[config.mk]
export PLATFORM = sky130hd
export DESIGN_NAME = md5_block_engine
export DESIGN_NICKNAME = d
export VERILOG_FILES = /design/src/rtl/md5_block_engine.sv
export SDC_FILE = /design/constraint.sdc
export NUM_CORES = 2
export LEC_CHECK = 0
export ABC_AREA = 1
export BUFFER_PORTS_ARGS = -buffer_cell sky130_fd_sc_hd__buf_2
export CORE_UTILIZATION = 40
export DETAILED_ROUTE_END_ITERATION = 6
export HOLD_SLACK_MARGIN = 0.08
export SLEW_MARGIN = 10
export SYNTH_ARGS = -nofsm -noshare
export SYNTH_HDL_FRONTEND = slang
export SYNTH_SLANG_ARGS = --single-unit
[constraint.sdc]
create_clock -name clk -period 24.2 [get_ports clk]
set_input_delay 1.21 -clock clk [delete_from_list [all_inputs] [get_ports clk]]
set_output_delay 1.21 -clock clk [all_outputs]
set_load 0.03 [all_outputs]
[src/rtl/md5_block_engine.sv]
// Iterative MD5 compression: one 512-bit block through 64 steps on a single step datapath.
// A start/busy/done handshake sequences capture, 64 step cycles, and the chaining-value add.
module md5_block_engine (
    input  logic         clk,
    input  logic         rst,
    input  logic         start,
    input  logic [511:0] msg_block,
    input  logic [127:0] chain_in,
    output logic         busy,
    output logic         done,
    output logic [127:0] digest_out
);

    typedef enum logic [1:0] {IDLE, RUN, ADD} state_t;

    localparam logic [31:0] T_ROM [64] = '{
        32'hd76aa478, 32'he8c7b756, 32'h242070db, 32'hc1bdceee,
        32'hf57c0faf, 32'h4787c62a, 32'ha8304613, 32'hfd469501,
        32'h698098d8, 32'h8b44f7af, 32'hffff5bb1, 32'h895cd7be,
        32'h6b901122, 32'hfd987193, 32'ha679438e, 32'h49b40821,
        32'hf61e2562, 32'hc040b340, 32'h265e5a51, 32'he9b6c7aa,
        32'hd62f105d, 32'h02441453, 32'hd8a1e681, 32'he7d3fbc8,
        32'h21e1cde6, 32'hc33707d6, 32'hf4d50d87, 32'h455a14ed,
        32'ha9e3e905, 32'hfcefa3f8, 32'h676f02d9, 32'h8d2a4c8a,
        32'hfffa3942, 32'h8771f681, 32'h6d9d6122, 32'hfde5380c,
        32'ha4beea44, 32'h4bdecfa9, 32'hf6bb4b60, 32'hbebfbc70,
        32'h289b7ec6, 32'heaa127fa, 32'hd4ef3085, 32'h04881d05,
        32'hd9d4d039, 32'he6db99e5, 32'h1fa27cf8, 32'hc4ac5665,
        32'hf4292244, 32'h432aff97, 32'hab9423a7, 32'hfc93a039,
        32'h655b59c3, 32'h8f0ccc92, 32'hffeff47d, 32'h85845dd1,
        32'h6fa87e4f, 32'hfe2ce6e0, 32'ha3014314, 32'h4e0811a1,
        32'hf7537e82, 32'hbd3af235, 32'h2ad7d2bb, 32'heb86d391
    };

    // Indexed by {round, step mod 4}
    localparam logic [4:0] S_ROM [16] = '{
        5'd7, 5'd12, 5'd17, 5'd22,
        5'd5, 5'd9,  5'd14, 5'd20,
        5'd4, 5'd11, 5'd16, 5'd23,
        5'd6, 5'd10, 5'd15, 5'd21
    };

    state_t         state_q;
    logic [5:0]     step_q;
    logic [31:0]    a_q, b_q, c_q, d_q;
    logic [511:0]   msg_q;
    logic [127:0]   chain_q;
    logic           busy_q, done_q;
    logic [127:0]   digest_q;

    logic [31:0]    f, m_word, tmp, rot, b_d;
    logic [3:0]     g;
    logic [4:0]     sh;

    always_comb begin
        f = '0;
        g = '0;
        unique case (step_q[5:4])
            2'd0: begin f = (b_q & c_q) | (~b_q & d_q); g = step_q[3:0]; end
            2'd1: begin f = (b_q & d_q) | (c_q & ~d_q); g = step_q[3:0] * 4'd5 + 4'd1; end
            2'd2: begin f = b_q ^ c_q ^ d_q;            g = step_q[3:0] * 4'd3 + 4'd5; end
            default: begin f = c_q ^ (b_q | ~d_q);      g = step_q[3:0] * 4'd7; end
        endcase
        sh     = S_ROM[{step_q[5:4], step_q[1:0]}];
        m_word = msg_q[{g, 5'b0} +: 32];
        tmp    = a_q + f + m_word + T_ROM[step_q];
        rot    = (tmp << sh) | (tmp >> (6'd32 - {1'b0, sh}));
        b_d    = b_q + rot;
    end

    always_ff @(posedge clk or posedge rst) begin
        if (rst) begin
            state_q  <= IDLE;
            step_q   <= '0;
            a_q      <= '0;
            b_q      <= '0;
            c_q      <= '0;
            d_q      <= '0;
            msg_q    <= '0;
            chain_q  <= '0;
            busy_q   <= 1'b0;
            done_q   <= 1'b0;
            digest_q <= '0;
        end else begin
            done_q <= 1'b0;
            unique case (state_q)
                IDLE: begin
                    if (start) begin
                        msg_q   <= msg_block;
                        chain_q <= chain_in;
                        a_q     <= chain_in[31:0];
                        b_q     <= chain_in[63:32];
                        c_q     <= chain_in[95:64];
                        d_q     <= chain_in[127:96];
                        step_q  <= '0;
                        busy_q  <= 1'b1;
                        state_q <= RUN;
                    end
                end
                RUN: begin
                    a_q    <= d_q;
                    d_q    <= c_q;
                    c_q    <= b_q;
                    b_q    <= b_d;
                    step_q <= step_q + 6'd1;
                    if (step_q == 6'd63) state_q <= ADD;
                end
                ADD: begin
                    digest_q <= {d_q + chain_q[127:96], c_q + chain_q[95:64],
                                 b_q + chain_q[63:32],  a_q + chain_q[31:0]};
                    done_q   <= 1'b1;
                    busy_q   <= 1'b0;
                    state_q  <= IDLE;
                end
                default: state_q <= IDLE;
            endcase
        end
    end

    assign busy       = busy_q;
    assign done       = done_q;
    assign digest_out = digest_q;

endmodule

==> reports/metrics.yaml <==
h-tree-depth: 3
async_flop_share_pct: 100
worstHoldPathType: "primary input to async pin"
clock_skew_ns: 0.0602
postCtsHoldBufs: 0
hold_viol: 0
insertion_delay_ns: 0.78
cts_buffers: 105
cp-start-kind: "register"
yosysUniqueCellTypes: 63
synth_ff_type: "dfrtp_1"
max_freq_mhz: 86.9
clk_pin_slew_ns: 0.06
grt_first_pass_wirelength_um: 389000
yosys_warnings: 0
wl_per_cell_um: 25.8
drt_iter0_markers: 6144
cts_setup_buffers: 0
start_util_pct: 40.4
setup_viol: 0
cp_top_family: "compound AO/OA/AOI/OAI gates"
cp_max_fo: 151
slowest_delay_ns: 0.75
drive_gt1_share_pct: 13.0
netlist_area_um2: 57300
cp-end-kind: "register"
worstPathRequired_ns: 24.86
grt_usage_pct: 36.7
nNetsFinal: 9450
fin_tns_setup_ns: 0
grt_overflow: 0
clk_path_buf_depth: 3
vias: 58700
die_w_um: 380
portBuffers: 772
gp_congestion: 1.03
synthCells: 7964
synth-edff-count: 0
ys_ff_latch: 906
die_h_um: 380
criticalPathCategory: "register to register"
dr.pass1.iters: 6
area_growth_pct: 15.8
slowest_stage: "buf_4"
row_count: 138
post_cts_resized: 0
dp_hpwl_um: 212000
finalCriticalPeriod_ns: 11.51
grt_pass1_vias: 56400
root_buffer: "clkbuf_16"
finalCritPeriodShare_pct: 47.6
cts_sinks: 906
outcome: "complete, no violations"
max-cap-violations: 0
dieArea_um2: 145000
coreArea_um2: 142000
io_pins: 773
synth_seq_area_share_pct: 39.6
slew_headroom_pct: 5.39
layout_common_cells: "nand2_1 (2,779), dfrtp_1 (905), o21ai_0 (815)"
cts_tree: "built"
grt_max_degree: 216
layout_commonest_cell: "nand2_1"
drc: 0
vias_per_cell: 5.59
pre_cts_slack_ns: 13.06
avgSynthCellArea_um2: 7.19
antenna_found_initial: 12
cp.arrival_ns: 12.17
synthesis.nets: 8900
slew_violations: 0
ant_nets: 0
path_buf_inv: 10
grt_setup_unrepaired: "false"
layout_setup_ws_ns: 12.69
wirelength_um: 271000
worst_pin_slew_ns: 1.40
synthesized netlist by cell type (all sizes together), types with 2 or more instances:
master / instances / area (µm²)
a2111oi: 6 / 52.6
a211oi: 15 / 113
a21boi: 9 / 71.3
a21o: 9 / 67.6
a21oi: 425 / 2130
a221oi: 18 / 158
a22o: 5 / 43.8
a22oi: 3 / 22.5
a311oi: 3 / 26.3
a31oi: 92 / 591
a32o: 5 / 50.1
a32oi: 12 / 105
and2: 6 / 37.5
buf: 90 / 447
clkbuf: 308 / 1160
clkinv: 3 / 11.3
dfrtp: 906 / 22700
fa: 72 / 1440
ha: 221 / 2770
inv: 735 / 2760
nand2: 2793 / 10500
nand3: 420 / 2120
nand3b: 5 / 37.5
nand4: 30 / 188
nor2: 377 / 1460
nor3: 77 / 390
nor4: 36 / 225
o2111ai: 4 / 35.0
o211a: 2 / 20.0
o211ai: 149 / 1120
o21a: 13 / 97.6
o21ai: 856 / 4290
o21bai: 17 / 128
o221ai: 70 / 613
o22ai: 21 / 131
o311ai: 4 / 35.0
o31ai: 20 / 150
o32ai: 4 / 35.0
or2: 52 / 325
xnor2: 30 / 263
xor2: 39 / 342
through the flow:
stage          utilization, %  hold WS (ns)  std cells  instance area [µm²]
4_1_cts                  46.8         0.430      10500                66300
6_report                 46.8         0.469      10500                66300
5_1_grt                  46.8         0.478      10500                66300
3_3_place_gp             44.1         0.454      10300                62600
2_1_floorplan               -         0.444       7964                57300
3_5_place_dp             44.1         0.456      10300                62600
area by class of cell:
class,instances,area [µm²]
Clock buffer,153,3110
Sequential cell,906,22700
Timing Repair Buffer,841,4460
Antenna cell,5,12.5
Fill cell,14600,75400
Tap cell,1890,2360
Inverter,738,2800
Clock inverter,42,634
Multi-Input combinational cell,5922,30300
cells by family (layout without fill, tap and decap cells):
logic type,Yosys count,after routing,share of synthesized area [%]
AND/OR/NAND/NOR,3796,3796,26.7
AO/OA/AOI/OAI,1764,1764,17.6
buffers and inverters,1136,1774,7.64
flip-flops,906,906,39.6
adder cells (fa/ha/maj),293,293,7.34
XOR/XNOR,69,69,1.06
other,0,5,0
sequential cells by signal, summed over array words and instances (netlist names), 6 cells and up:
name        count
a_q            32
b_q            32
msg_q         512
c_q            32
chain_q       128
digest_out    128
d_q            32
step_q          6
worst paths after layout:
| check | start | to | slack, ns | cells after the start |
|---|---|---|---|---|
| worst min register to register | digest_out[96] | digest_out[96] | 0.47 | 2 |
| max in group asynchronous | rst | msg_q[141] | 18.98 | 7 |
| worst min-delay path | rst | digest_out[16] | 0.47 | 2 |
| worst max register to register | step_q[1] | b_q[18] | 12.69 | 48 |
| worst max-delay path | step_q[1] | b_q[18] | 12.69 | 48 |
| min in group clk | digest_out[96] | digest_out[96] | 0.47 | 2 |
routing by layer:
metal | GRT usage (%) | up-vias | share of wire (%)
met3 | 6.06 | 565 | 7.0
met5 | 0 | - | 0.014
li1 | - | 27300 | -
met2 | 58.7 | 2624 | 46
met1 | 46.4 | 28200 | 40
met4 | 22.6 | 8 | 7.2
Power is left out: the tool's default activity adds up to more than one toggle a clock period on the data nets, which glitch-free logic cannot reach.
